`src/rtl/keypad_matrix_entry.sv`:
```
// keypad_matrix_entry
//   Turns 4-bit keypad codes into a packed matrix of NUM_ELEMS decimal values.
//   Each key is debounced on press and on release. Digits build up a
//   multi-digit number that saturates at MAX. ENTER (E) commits that number
//   into the next slot. DONE (D) raises matrix_valid, which stays high until
//   matrix_ack.
//
// Ports
//   clock, reset        system clock, asynchronous active-high reset
//   key_code[3:0]       decoded key (0-9 digit, A bksp, B clr/sign, C rsvd,
//                       D done, E enter, F none)
//   key_press           level, high while any key is held
//   matrix_ack          consumer has taken matrix_out
//   matrix_out          element k at [k*ELEM_WIDTH +: ELEM_WIDTH]
//   acc_out             value currently being typed
//   elem_idx            number of committed elements
//   ready_input         high in ENTRY state
//   matrix_valid        high in DONE state
//   overflow            sticky flag: the current entry saturated
//   key_event           one-cycle pulse per accepted key
//   key_event_code      code of the last accepted key
//
// Build option
//   KEYPAD_SIGNED_EN    B toggles a sign flag and MAX = 2^(ELEM_WIDTH-1)-1.
//                       ENTER commits the two's complement when the sign is set.
//                       Without this macro, values are unsigned and B clears.

module keypad_matrix_entry #(
    parameter int ELEM_WIDTH      = 12,
    parameter int NUM_ELEMS       = 6,
    parameter int DEBOUNCE_CYCLES = 16
) (
    input  logic                            clock,
    input  logic                            reset,
    input  logic [3:0]                      key_code,
    input  logic                            key_press,
    input  logic                            matrix_ack,
    output logic [NUM_ELEMS*ELEM_WIDTH-1:0] matrix_out,
    output logic [ELEM_WIDTH-1:0]           acc_out,
    output logic [$clog2(NUM_ELEMS+1)-1:0]  elem_idx,
    output logic                            ready_input,
    output logic                            matrix_valid,
    output logic                            overflow,
    output logic                            key_event,
    output logic [3:0]                      key_event_code
);

    localparam int IDX_W = $clog2(NUM_ELEMS + 1);
    localparam int CNT_W = $clog2(DEBOUNCE_CYCLES + 1);
    localparam logic [CNT_W-1:0] CNT_LAST = CNT_W'(DEBOUNCE_CYCLES - 1);
    localparam logic [IDX_W-1:0] IDX_LAST = IDX_W'(NUM_ELEMS - 1);
    localparam logic [ELEM_WIDTH+3:0] TEN_W = (ELEM_WIDTH + 4)'(10);
    localparam logic [ELEM_WIDTH-1:0] TEN_E = ELEM_WIDTH'(10);
`ifdef KEYPAD_SIGNED_EN
    localparam logic [ELEM_WIDTH+3:0] MAX_W = {5'd0, {(ELEM_WIDTH-1){1'b1}}};
`else
    localparam logic [ELEM_WIDTH+3:0] MAX_W = {4'd0, {ELEM_WIDTH{1'b1}}};
`endif

    localparam logic [3:0] KEY_BKSP  = 4'hA;
    localparam logic [3:0] KEY_CLR   = 4'hB;
    localparam logic [3:0] KEY_DONE  = 4'hD;
    localparam logic [3:0] KEY_ENTER = 4'hE;

    typedef enum logic [1:0] {ST_ENTRY, ST_FULL, ST_DONE} state_t;

    // Appends one decimal digit with 4 bits of headroom.
    // The result is {saturated, value}.
    function automatic logic [ELEM_WIDTH:0] sat_digit(input logic [ELEM_WIDTH-1:0] a,
                                                      input logic [3:0] d);
        logic [ELEM_WIDTH+3:0] wide;
        wide = ({4'd0, a} * TEN_W) + {{ELEM_WIDTH{1'b0}}, d};
        if (wide > MAX_W)
            return {1'b1, MAX_W[ELEM_WIDTH-1:0]};
        return {1'b0, wide[ELEM_WIDTH-1:0]};
    endfunction

    logic [CNT_W-1:0]      db_cnt;
    logic [3:0]            db_code;
    logic                  db_latched;
    logic                  fire_p0;
    logic                  vld_p1;
    logic [3:0]            code_p1;
    state_t                state_q, state_d;
    logic                  ready_d, valid_d;
    logic [ELEM_WIDTH-1:0] acc_q;
    logic                  ovf_q;
    logic [ELEM_WIDTH:0]   digit_sat;
    logic [ELEM_WIDTH-1:0] commit_val;
    logic                  is_digit;

    // Stage 0: debounce. The same counter times a stable press while armed
    // and a clean release while latched.
    assign fire_p0 = !db_latched && key_press && (key_code == db_code) && (db_cnt == CNT_LAST);

    always_ff @(posedge clock or posedge reset) begin
        if (reset) begin
            db_cnt     <= '0;
            db_code    <= '0;
            db_latched <= 1'b0;
            vld_p1     <= 1'b0;
            code_p1    <= '0;
        end else begin
            db_code <= key_code;
            vld_p1  <= fire_p0;
            if (fire_p0)
                code_p1 <= key_code;
            if (!db_latched) begin
                if (!key_press)
                    db_cnt <= '0;
                else if (fire_p0) begin
                    db_cnt     <= '0;
                    db_latched <= 1'b1;
                end else if (db_cnt != '0 && key_code == db_code)
                    db_cnt <= db_cnt + CNT_W'(1);
                else
                    db_cnt <= CNT_W'(1);
            end else begin
                if (key_press)
                    db_cnt <= '0;
                else if (db_cnt == CNT_LAST) begin
                    db_cnt     <= '0;
                    db_latched <= 1'b0;
                end else
                    db_cnt <= db_cnt + CNT_W'(1);
            end
        end
    end

    // Stage 1: the accepted key acts on the FSM and on the datapath.
    assign key_event      = vld_p1;
    assign key_event_code = code_p1;
    assign is_digit       = (code_p1 <= 4'd9);
    assign digit_sat      = sat_digit(acc_q, code_p1);

    always_ff @(posedge clock or posedge reset) begin
        if (reset) begin
            state_q      <= ST_ENTRY;
            ready_input  <= 1'b0;
            matrix_valid <= 1'b0;
        end else begin
            state_q      <= state_d;
            ready_input  <= ready_d;
            matrix_valid <= valid_d;
        end
    end

    always_comb begin
        state_d = state_q;
        case (state_q)
            ST_ENTRY: begin
                if (vld_p1) begin
                    if (code_p1 == KEY_DONE)
                        state_d = ST_DONE;
                    else if (code_p1 == KEY_ENTER && elem_idx == IDX_LAST)
                        state_d = ST_FULL;
                end
            end
            ST_FULL:  if (vld_p1 && code_p1 == KEY_DONE) state_d = ST_DONE;
            ST_DONE:  if (matrix_ack) state_d = ST_ENTRY;
            default:  state_d = ST_ENTRY;
        endcase
    end

    // The status flags are registered from the next state.
    // This keeps them low while reset is held.
    always_comb begin
        ready_d = (state_d == ST_ENTRY);
        valid_d = (state_d == ST_DONE);
    end

`ifdef KEYPAD_SIGNED_EN
    logic sign_q;
    assign commit_val = sign_q ? (~acc_q + ELEM_WIDTH'(1)) : acc_q;
`else
    assign commit_val = acc_q;
`endif
    assign acc_out  = commit_val;
    assign overflow = ovf_q;

    always_ff @(posedge clock or posedge reset) begin
        if (reset) begin
            acc_q      <= '0;
            ovf_q      <= 1'b0;
            elem_idx   <= '0;
            matrix_out <= '0;
`ifdef KEYPAD_SIGNED_EN
            sign_q     <= 1'b0;
`endif
        end else begin
            case (state_q)
                ST_ENTRY: begin
                    if (vld_p1) begin
                        if (is_digit) begin
                            acc_q <= digit_sat[ELEM_WIDTH-1:0];
                            ovf_q <= ovf_q | digit_sat[ELEM_WIDTH];
                        end else begin
                            case (code_p1)
                                KEY_BKSP: begin
                                    acc_q <= acc_q / TEN_E;
                                    ovf_q <= 1'b0;
`ifdef KEYPAD_SIGNED_EN
                                    if (acc_q < TEN_E) sign_q <= 1'b0;
`endif
                                end
                                KEY_CLR: begin
`ifdef KEYPAD_SIGNED_EN
                                    sign_q <= ~sign_q;
`else
                                    acc_q <= '0;
                                    ovf_q <= 1'b0;
`endif
                                end
                                KEY_ENTER: begin
                                    for (int k = 0; k < NUM_ELEMS; k++)
                                        if (IDX_W'(k) == elem_idx)
                                            matrix_out[k*ELEM_WIDTH +: ELEM_WIDTH] <= commit_val;
                                    elem_idx <= elem_idx + IDX_W'(1);
                                    acc_q    <= '0;
                                    ovf_q    <= 1'b0;
`ifdef KEYPAD_SIGNED_EN
                                    sign_q   <= 1'b0;
`endif
                                end
                                KEY_DONE: begin
                                    // Any half-typed value is dropped.
                                    acc_q  <= '0;
                                    ovf_q  <= 1'b0;
`ifdef KEYPAD_SIGNED_EN
                                    sign_q <= 1'b0;
`endif
                                end
                                default: ;
                            endcase
                        end
                    end
                end
                ST_DONE: begin
                    if (matrix_ack) begin
                        acc_q      <= '0;
                        ovf_q      <= 1'b0;
                        elem_idx   <= '0;
                        matrix_out <= '0;
`ifdef KEYPAD_SIGNED_EN
                        sign_q     <= 1'b0;
`endif
                    end
                end
                default: ;
            endcase
        end
    end

endmodule

```
`config.mk`:
```
export PLATFORM = sky130hd
export DESIGN_NAME = keypad_matrix_entry
export DESIGN_NICKNAME = d
export VERILOG_FILES = /design/src/rtl/keypad_matrix_entry.sv
export SDC_FILE = /design/constraint.sdc
export NUM_CORES = 1
export LEC_CHECK = 0
export BUFFER_PORTS_ARGS = -buffer_cell sky130_fd_sc_hd__buf_2
export CAP_MARGIN = 20
export CELL_PAD_IN_SITES_DETAIL_PLACEMENT = 1
export CELL_PAD_IN_SITES_GLOBAL_PLACEMENT = 1
export CORE_MARGIN = 2
export CORE_UTILIZATION = 41
export CTS_CLUSTER_DIAMETER = 50
export CTS_CLUSTER_SIZE = 25
export DETAILED_ROUTE_END_ITERATION = 7
export HOLD_SLACK_MARGIN = 0.02
export PLACE_DENSITY_LB_ADDON = 0.3
export RECOVER_POWER = 25
export SYNTH_ARGS = -nofsm -noshare
export SYNTH_HDL_FRONTEND = slang
export SYNTH_SLANG_ARGS = --single-unit
```
`constraint.sdc`:
```
create_clock -name clock -period 9.7 [get_ports clock]
set_input_delay 1.94 -clock clock [delete_from_list [all_inputs] [get_ports clock]]
set_output_delay 1.94 -clock clock [all_outputs]
set_load 0.02 [all_outputs]
```
==> results.md, run 1 <==
Logic synthesis
• 42.2% — share of the synthesized area in the top cell type
• 107 — flip-flop and latch count after synthesis
• sky130_fd_sc_hd__dfrtp_1 — library cell with the largest summed area after synthesis
• 42.2% — Seq/Total Area, Yosys
• 100% — share of flip-flops with an asynchronous set or reset after synthesis
• 9.38 um^2 — syn avg cell area
• sky130_fd_sc_hd__dfrtp_1 — main flop type after synthesis
• 719 — Post-Syn Nets
• 677 — cell count after synthesis
• 0 — number of enable-type register cells in the synthesized netlist
• 0 — yosys synthesis warning count
• 6350 um^2 — post-synthesis instance area
• 77 — count of unique library cells instantiated by Yosys
• sky130_fd_sc_hd__dfrtp_1 42%, sky130_fd_sc_hd__mux2_2 6.4%, sky130_fd_sc_hd__ha_1 6.3% — largest cells by area after synthesis

Placed design
• 102 — count of input and output buffers
• 5.37 ns — Post-Place Setup Slack
• 0.830 — final weighted congestion in routability-driven placement
• 13000 um — HPWL Detailed

Final layout
• 804 — Final Net Count
• 107 x sky130_fd_sc_hd__dfrtp_1, 106 x sky130_fd_sc_hd__nand2_1, 85 x sky130_fd_sc_hd__buf_2 — commonest non-fill, non-tap cells in the layout
• 21.4% — layout cells sized above 1
• 14.0% — area added between synthesis and finish
• 1768 — number of filler instances in the final layout
• 2680 um^2 — area of all sequential standard cells
• 0 — final antenna diode count
• 3400 um^2 — combined area of the multi-input logic cells
• sky130_fd_sc_hd__dfrtp_1 — most frequent standard cell in the layout excluding fill and tap cells

Global routing
• 29000 um — first-pass GRT wire length
• 68 — maximum number of pins on one net before global-route repair
• 0 — number of antenna violations at the first check in global routing
• 21.8% — combined global-route utilization of all metal layers
• 5674 — number of global-route vias before repair
• 0 — remaining global-route overflow

Clock network
• 3 — H-tree lvl count
• 107 — CTS sink count
• 2 — Max clock buf depth
• 0 — post-CTS repair timing setup buffer count
• 0.35 ns — Skew-Pair Late Insertion Delay
• sky130_fd_sc_hd__clkbuf_16 — cell at the root of the clock tree
• done — TritonCTS clock tree
• 0 — Resized cells post-CTS
• 0.08 ns — clock-pin slew on the worst setup and hold paths
• 0 — # hold bufs at CTS
• 9 — number of clock buffers inserted by TritonCTS

Drt
• 0 — remaining routing DRC violations
• 0 — post-route ant nets
• 5332 — Vias
• 17400 um — total wire length
• 5.58 — drt via density
• 18.2 um — average wire per cell in the routed design
• 248 — initial DRC count
• 4 — drt first pass iters

Worst setup path
• acc_out[6] — launching point of the worst reg2reg path
• sky130_fd_sc_hd__a21oi_1 — most used cell along the critical path
• clkinv_1, xnor2_1, a211o_1, a21oi_1, nand2_1, a32oi_1, nor4b_1, a21oi_1, a41o_1, o41ai_2, o21ai_1 — CP Cell Sequence
• acc_out[0] — endpoint of the lowest-slack register-to-register path
• 5.37 ns — slack of the worst reg-to-reg path
• 0.93 ns — CP peak stage delay
• register to register — worst setup path category
• 9.94 ns — CP required
• register — startpoint type of the worst setup path
• sky130_fd_sc_hd__dfrtp_1 — slowest stage cell, crit path
• 26 — crit-path max FO
• 4.57 ns — data arrival time at the worst-slack endpoint
• 11 — worst reg2reg path depth
• register — crit path capture type

STA
• 0 ns — final total negative setup slack
• 44.6% — post-route clock period utilization
• 1.89 ns — Slew @ Worst Pin
• 42 — fin. max-slew vios
• 0.00850 ns — worst setup skew after layout
• 231 MHz — fmax
• 0 — Setup Viol. Count Final
• 4.33 ns — time the worst path needs with I/O delays and setup
• false — unrepaired setup endpoints after global routing
• 5.37 ns — worst path setup slack after routing
• 0 — count of endpoints failing hold in the final timing report
• -26.5% — Max-slew headroom

Power and ir drop
• 3.49 nW — leakage power summed over all cells
• 0.00108 W — total power after layout
• 95.3 uV — maximum ir drop on the vdd rail
• 149 nW/um^2 — power density over the cells

Floorplan
• 41.9% — starting utilization of the core area
• 45 — Core Rows
• 128 um — die outline height
• 103 — I/O pins
• 15100 um^2 — area of the core
• 16500 um^2 — Die Footprint
• 128 um — Die Span X

Status
• finished with violations — outcome
• max-capacitance violations, max-slew violations — violations in the final reports

Worst hold path
• matrix_out[30] — endpoint with the worst hold slack
• matrix_out[30] — worst hold path startpoint
• register to register — HP Class
• 2 — number of cells traversed by the worst hold path

Flow run
• 1 — number of violations of the max-capacitance limit

## cell usage after synthesis (3+ instances only)
| cell | instances |
|---|---|
| sky130_fd_sc_hd__clkbuf_1 | 25 |
| sky130_fd_sc_hd__nand3b_1 | 3 |
| sky130_fd_sc_hd__nor3b_1 | 5 |
| sky130_fd_sc_hd__nand2b_1 | 10 |
| sky130_fd_sc_hd__dfrtp_1 | 107 |
| sky130_fd_sc_hd__nor4_1 | 6 |
| sky130_fd_sc_hd__a21oi_1 | 33 |
| sky130_fd_sc_hd__buf_6 | 5 |
| sky130_fd_sc_hd__o31ai_1 | 5 |
| sky130_fd_sc_hd__a21o_1 | 8 |
| sky130_fd_sc_hd__nor3_1 | 15 |
| sky130_fd_sc_hd__o211ai_1 | 3 |
| sky130_fd_sc_hd__ha_1 | 32 |
| sky130_fd_sc_hd__xnor2_1 | 16 |
| sky130_fd_sc_hd__o21ai_1 | 3 |
| sky130_fd_sc_hd__nor2_1 | 42 |
| sky130_fd_sc_hd__mux2i_1 | 3 |
| sky130_fd_sc_hd__o21ai_0 | 57 |
| sky130_fd_sc_hd__nor2b_1 | 3 |
| sky130_fd_sc_hd__a211oi_1 | 8 |
| sky130_fd_sc_hd__inv_1 | 22 |
| sky130_fd_sc_hd__nand3_1 | 18 |
| sky130_fd_sc_hd__nand2_1 | 106 |
| sky130_fd_sc_hd__a32oi_1 | 3 |
| sky130_fd_sc_hd__o221ai_1 | 5 |
| sky130_fd_sc_hd__o22ai_1 | 6 |
| sky130_fd_sc_hd__mux2_2 | 36 |
| sky130_fd_sc_hd__o21bai_1 | 3 |
| sky130_fd_sc_hd__o21a_1 | 3 |
| sky130_fd_sc_hd__buf_2 | 4 |
| sky130_fd_sc_hd__a31oi_1 | 4 |
| sky130_fd_sc_hd__xor2_1 | 9 |
| sky130_fd_sc_hd__and2_1 | 12 |
## worst max path at each step
stage                     slack, ns  cells after the start  startpoint        endpoint
final                          5.37                     11  acc_out[6]      acc_out[0]
after global routing           5.06                     11  acc_out[6]      acc_out[0]
after CTS                      5.34                     11  acc_out[6]      acc_out[0]
after detailed placement       5.37                     11  acc_out[6]      acc_out[0]
after global placement         5.50                      6  matrix_ack  matrix_out[70]
after floorplan                4.94                      1       reset      acc_out[0]
## sequential cells by signal, indices dropped and copies added (netlist names), 2 cells and up
name,count
matrix_out,72
acc_out,12
db_cnt,5
db_code,4
key_event_code,4
elem_idx,3
state_q,2
## worst max-delay path: cells and delay by family (launching register included)
| kind | cells | cell delay, ns |
|---|---|---|
| AOI/OAI and AO/OA | 7 | 2.05 |
| DFF | 1 | 0.93 |
| buffers and inverters | 1 | 0.52 |
| and+or+nand+nor | 2 | 0.45 |
| xor gates and xnor gates | 1 | 0.26 |
## kinds of logic after synthesis
group	Yosys count	share of synthesized area, %
AOI/OAI and AO/OA	166	17.1
xor gates and xnor gates	27	3.96
adders and majority gates	34	6.94
buffers and inverters	60	4.28
DFF	107	42.2
muxes	39	6.86
and+or+nand+nor	244	18.7
## stage by stage
stage / hold slack [ns] / util [%] / area [um^2] / std cells
floorplan: 0.526 / - / 6350 / 677
global placement: 0.458 / 45.8 / 6940 / 935
detailed placement: 0.468 / 45.9 / 6960 / 937
CTS: 0.485 / 47.9 / 7250 / 953
global route: 0.507 / 47.8 / 7240 / 955
finish: 0.484 / 47.8 / 7240 / 955
## metal layers
layer | up-vias | routed length (um) | track usage (%)
li1 | 2561 | - | -
met1 | 2675 | 7650 | 26.9
met2 | 83 | 9040 | 39.7
met3 | 13 | 541 | 4.16
met4 | 0 | 133 | 4.78
met5 | - | 0 | 0
## area by class of cell
class / count / share of cell area, %
multi-input combinational: 510 / 46.9
clock buffer: 10 / 3.16
timing repair buffer: 109 / 7.48
clock inverter: 6 / 0.847
inverter: 25 / 1.31
tap: 188 / 3.25
sequential: 107 / 37.0
## power breakdown
part	switching (W)	total [W]	leakage, nW	internal (W)
registers	0.0000301	0.000487	1.46	0.000457
logic	0.000143	0.000234	1.89	0.0000911
clock network	0.000179	0.000359	0.138	0.000180
Power figures use the tool's default switching activity.
==> run 2, diff against run 1 <==
==> constraint.sdc (replaced) <==
create_clock -name clock -period 4.1 [get_ports clock]
set_input_delay 0.82 -clock clock [delete_from_list [all_inputs] [get_ports clock]]
set_output_delay 0.82 -clock clock [all_outputs]
set_load 0.02 [all_outputs]
==> results.md, run 2 (synthesized netlist as in run 1, its figures left out) <==
Status
• finished with violations — outcome
• max-capacitance violations, max-slew violations — violations in the final reports

Drt
• 18500 um — total wire length
• 350 — initial DRC count
• 0 — remaining routing DRC violations
• 0 — post-route ant nets
• 5.65 — drt via density
• 4 — drt first pass iters
• 5493 — Vias
• 19.0 um — average wire per cell in the routed design

STA
• 0 ns — final total negative setup slack
• 0.478 ns — final worst hold slack
• 0.0103 ns — worst setup skew after layout
• 265 MHz — fmax
• 0.322 ns — worst path setup slack after routing
• -78.0% — Max-slew headroom
• 3.78 ns — time the worst path needs with I/O delays and setup
• 0 — Setup Viol. Count Final
• 0 — count of endpoints failing hold in the final timing report
• 2.65 ns — Slew @ Worst Pin
• 92.1% — post-route clock period utilization
• false — unrepaired setup endpoints after global routing
• 58 — fin. max-slew vios

Floorplan
• 103 — I/O pins
• 41.9% — starting utilization of the core area
• 15100 um^2 — area of the core
• 16500 um^2 — Die Footprint
• 128 um — Die Span X
• 128 um — die outline height
• 45 — Core Rows

Final layout
• 72 — flip-flop count of the largest register after layout
• 0 — final antenna diode count
• 821 — Final Net Count
• 16.1% — area added between synthesis and finish
• 24.7% — layout cells sized above 1
• matrix_out — Reg with most FFs
• 107 x sky130_fd_sc_hd__dfrtp_1, 106 x sky130_fd_sc_hd__nand2_1, 98 x sky130_fd_sc_hd__buf_2 — commonest non-fill, non-tap cells in the layout
• 972 — count of non-filler cells in the finished layout
• sky130_fd_sc_hd__dfrtp_1 — most frequent standard cell in the layout excluding fill and tap cells

Worst setup path
• 0.32 ns — slack of the worst reg-to-reg path
• sky130_fd_sc_hd__dfrtp_1 — slowest stage cell, crit path
• simple AND/OR/NAND/NOR gates — cell family with the largest share of critical-path delay
• 4.34 ns — CP required
• 0 — count of buffer and inverter cells on the critical path
• 11 — WP depth
• 20 — crit-path max FO
• and4bb_1, a221o_1, or2_1, nor3_1, o41a_1, or3_4, nor2_1, a21oi_1, a41o_1, o41ai_2, o21ai_1 — CP Cell Sequence
• register to register — worst setup path category
• register — crit path capture type
• 4.02 ns — data arrival time at the worst-slack endpoint
• 0.84 ns — CP peak stage delay
• 11 — worst reg2reg path depth
• register — startpoint type of the worst setup path

Clock network
• 0.08 ns — clock-pin slew on the worst setup and hold paths
• done — TritonCTS clock tree
• 2 — Max clock buf depth
• sky130_fd_sc_hd__clkbuf_16 — cell at the root of the clock tree
• 0.36 ns — Skew-Pair Late Insertion Delay
• 0 — post-CTS repair timing setup buffer count
• 0 — # hold bufs at CTS
• 0 — Resized cells post-CTS
• 9 — number of clock buffers inserted by TritonCTS
• 3 — H-tree lvl count
• 107 — CTS sink count

Placed design
• 0.870 — final weighted congestion in routability-driven placement
• 0.395 ns — Post-Place Setup Slack
• 956 — number of instances in the placed design
• 102 — count of input and output buffers
• 13800 um — HPWL Detailed

Global routing
• 23.1% — combined global-route utilization of all metal layers
• 30200 um — first-pass GRT wire length
• 0 — remaining global-route overflow
• 58 — maximum number of pins on one net before global-route repair
• 5912 — number of global-route vias before repair
• 0 — number of antenna violations at the first check in global routing

Power and ir drop
• 213 uV — maximum ir drop on the vdd rail
• 352 nW/um^2 — power density over the cells
• 3.62 nW — leakage power summed over all cells

Flow run
• 1 — number of violations of the max-capacitance limit

Worst hold path
• 2 — number of cells traversed by the worst hold path
• register to register — HP Class

-- run 2: changes by cell type in the layout (fill, tap and decap cells not counted), sizes merged --
cell      change
clkinvlp      +1
clkinv        -3
inv           +1
buf          +31
clkbuf       -13
-- run 2: layout make-up --
class / instances / area, um^2
Multi-Input combinational cell: 510 / 3400
Clock inverter: 5 / 46.3
Sequential cell: 107 / 2680
Inverter: 25 / 95.1
Timing Repair Buffer: 126 / 682
Tap cell: 188 / 235
Fill cell: 1748 / 7780
Clock buffer: 11 / 233
-- run 2: power by group --
part | internal, W | total [W] | switching, W
Sequential | 0.00108 | 0.00111 | 0.0000300
Combinational | 0.000238 | 0.000637 | 0.000399
Clock | 0.000423 | 0.000845 | 0.000422
Total | 0.00174 | 0.00259 | 0.000851
-- run 2: path summary, 6_finish.rpt --
kind,startpoint,endpoint
max,acc_out[9],acc_out[0]
min,overflow,overflow
max reg2reg,acc_out[9],acc_out[0]
min reg2reg,overflow,overflow
max in group asynchronous,reset,matrix_out[3]
min in group asynchronous,reset,matrix_out[30]
-- run 2: through the flow --
stage               instance area (um^2)  total power, W  util [%]
floorplan                           6350         0.00159         -
global placement                    7100         0.00173      46.9
detailed placement                  7100         0.00177      46.9
CTS                                 7380         0.00262      48.7
global route                        7370         0.00272      48.6
finish                              7370         0.00259      48.6
-- run 2: per-layer routing --
metal / global-route usage, % / vias up / share of wire, %
met4: 7.56 / 0 / 2.0
met2: 41.4 / 111 / 52
met5: 0 / - / 0
met1: 28.2 / 2765 / 43
li1: - / 2590 / -
met3: 4.07 / 27 / 3.7
-- run 2: worst register-to-register path, delay by kind of cell (launching register included) --
| family | cells | cell delay (ns) |
|---|---|---|
| AO/OA/AOI/OAI | 6 | 1.40 |
| flip-flops | 1 | 0.84 |
| AND/OR/NAND/NOR | 5 | 1.43 |
==> run 3, diff against run 2 <==
--- a/config.mk
+++ b/config.mk
@@ -9,6 +9,7 @@
 export CAP_MARGIN = 20
 export CELL_PAD_IN_SITES_DETAIL_PLACEMENT = 1
 export CELL_PAD_IN_SITES_GLOBAL_PLACEMENT = 1
+export CORE_ASPECT_RATIO = 2
 export CORE_MARGIN = 2
 export CORE_UTILIZATION = 41
 export CTS_CLUSTER_DIAMETER = 50
==> results.md, run 3 (synthesized netlist as in run 1, its figures left out) <==
Status
• finished with violations — outcome
• max-capacitance violations, max-slew violations — violations in the final reports

Clock network
• 0.36 ns — Skew-Pair Late Insertion Delay
• 0.07 ns — clock-pin slew on the worst setup and hold paths
• 2 — Max clock buf depth
• 3 — H-tree lvl count
• 107 — CTS sink count
• 0 — # hold bufs at CTS
• done — TritonCTS clock tree
• sky130_fd_sc_hd__clkbuf_16 — cell at the root of the clock tree
• 9 — number of clock buffers inserted by TritonCTS

Drt
• 5.64 — drt via density
• 0 — remaining routing DRC violations
• 19300 um — total wire length
• 4 — drt first pass iters
• met4 — top sig layer
• 247 — initial DRC count
• 529 um — met3 wire len
• 19.6 um — average wire per cell in the routed design
• 5546 — Vias
• 6710 um — M1 wire length
• 11300 um — met2 WL
• 0 — post-route ant nets

STA
• -5.77% — Max-slew headroom
• 1.58 ns — Slew @ Worst Pin
• false — unrepaired setup endpoints after global routing
• 0 — Setup Viol. Count Final
• 0 ns — final total negative setup slack
• 38 — fin. max-slew vios
• 265 MHz — fmax
• 0.324 ns — worst path setup slack after routing
• 0 — count of endpoints failing hold in the final timing report
• 0.00871 ns — worst setup skew after layout
• 3.78 ns — time the worst path needs with I/O delays and setup
• 92.1% — post-route clock period utilization

Worst setup path
• 4.33 ns — CP required
• 4.01 ns — data arrival time at the worst-slack endpoint
• register to register — worst setup path category
• 0.60 ns — CP peak stage delay
• ha_1, ha_1, inv_1, fa_1, nor2b_1, o21ai_0, a21oi_1, nor3_1, or4_1, a32oi_1, o21bai_1, nand3_1, or2_2, a32oi_1, o21ai_1 — CP Cell Sequence
• register — crit path capture type
• sky130_fd_sc_hd__dfrtp_1 — slowest stage cell, crit path
• 6 — crit-path max FO
• register — startpoint type of the worst setup path

Power and ir drop
• 0.00265 W — total power after layout
• 236 uV — maximum ir drop on the vdd rail
• 356 nW/um^2 — power density over the cells
• 3.65 nW — leakage power summed over all cells

Floorplan
• 180 um — die outline height
• 64 — Core Rows
• 16600 um^2 — Die Footprint
• 15200 um^2 — area of the core
• 103 — I/O pins
• 41.7% — starting utilization of the core area
• 92.0 um — Die Span X

Global routing
• 0 — number of antenna violations at the first check in global routing
• 31500 um — first-pass GRT wire length
• 86 — maximum number of pins on one net before global-route repair
• 24.0% — combined global-route utilization of all metal layers
• 0 — remaining global-route overflow
• 6007 — number of global-route vias before repair

Flow run
• 1 — number of violations of the max-capacitance limit

Placed design
• 0.877 — final weighted congestion in routability-driven placement
• 14700 um — HPWL Detailed
• 102 — count of input and output buffers
• 0.400 ns — Post-Place Setup Slack

Final layout
• 17.1% — area added between synthesis and finish
• 106 x sky130_fd_sc_hd__nand2_1, 105 x sky130_fd_sc_hd__dfrtp_1, 98 x sky130_fd_sc_hd__buf_2 — commonest non-fill, non-tap cells in the layout
• 3400 um^2 — combined area of the multi-input logic cells
• 2680 um^2 — area of all sequential standard cells
• 822 — Final Net Count
• sky130_fd_sc_hd__nand2_1 — most frequent standard cell in the layout excluding fill and tap cells
• 1844 — number of filler instances in the final layout
• 25.5% — layout cells sized above 1
• 0 — final antenna diode count
• matrix_out — Reg with most FFs
• 72 — flip-flop count of the largest register after layout

Worst hold path
• register to register — HP Class

## run 3: cell count changes in the layout (fill, tap and decap cells not counted)
cell / change
sky130_fd_sc_hd__buf_12: +1
sky130_fd_sc_hd__clkbuf_1: -3
sky130_fd_sc_hd__clkbuf_2: +1
sky130_fd_sc_hd__clkbuf_8: +1
sky130_fd_sc_hd__clkinvlp_4: -2
sky130_fd_sc_hd__dfrtp_1: -2
sky130_fd_sc_hd__dfrtp_2: +2
sky130_fd_sc_hd__inv_12: +1
sky130_fd_sc_hd__inv_6: +3
sky130_fd_sc_hd__inv_8: -1
sky130_fd_sc_hd__nor3_2: -1
sky130_fd_sc_hd__nor3_4: +1
## run 3: path summary, 6_finish.rpt
path	cells after the start	slack, ns	to	start
hold reg to reg	2	0.48	matrix_out[17]	matrix_out[17]
setup reg to reg	15	0.32	acc_out[0]	acc_out[0]
setup / recovery	15	0.32	acc_out[0]	acc_out[0]
hold / removal	2	0.48	matrix_out[17]	matrix_out[17]
max in group asynchronous	4	1.37	db_code[0]	reset
min in group asynchronous	2	0.82	matrix_out[69]	reset
## run 3: worst max-delay path, delay by kind of cell (launching register included)
kind | cells | cell delay (ns)
AOI/OAI and AO/OA | 6 | 1.00
buffers and inverters | 1 | 0.05
adders and majority gates | 3 | 0.77
DFF | 1 | 0.60
and+or+nand+nor | 5 | 1.23
## run 3: through the flow
stage	area [um^2]	hold WS (ns)	cells	util, %
finish	7430	0.479	983	48.8
floorplan	6350	0.526	677	-
global placement	7120	0.460	966	46.8
CTS	7420	0.486	982	48.8
global route	7430	0.524	983	48.8
detailed placement	7120	0.469	966	46.8
## run 3: layout make-up
type                       count  area share [%]
timing repair buffer         127            9.46
clock inverter                 6           0.842
sequential                   107            36.1
multi-input combinational    510            45.8
inverter                      25            1.28
clock buffer                  10            3.22
tap                          198            3.33
## run 3: metal layers
metal	vias to the layer above	GRT usage, %
met4	0	10.1
met1	2792	24.1
met3	51	3.35
met5	-	0
li1	2596	-
met2	107	47.3
## run 3: where the power goes
group / switching (W) / leakage, nW / internal (W) / total (W)
sequential: 0.0000394 / 1.45 / 0.00108 / 0.00112
combinational: 0.000398 / 2.04 / 0.000242 / 0.000640
clock: 0.000437 / 0.149 / 0.000450 / 0.000887
## run 3: what timing repair did
item | in CTS | in global routing
buffers inserted | 0 | 0
gates resized for setup | 0 | 3
setup endpoints to repair | 0 | 2
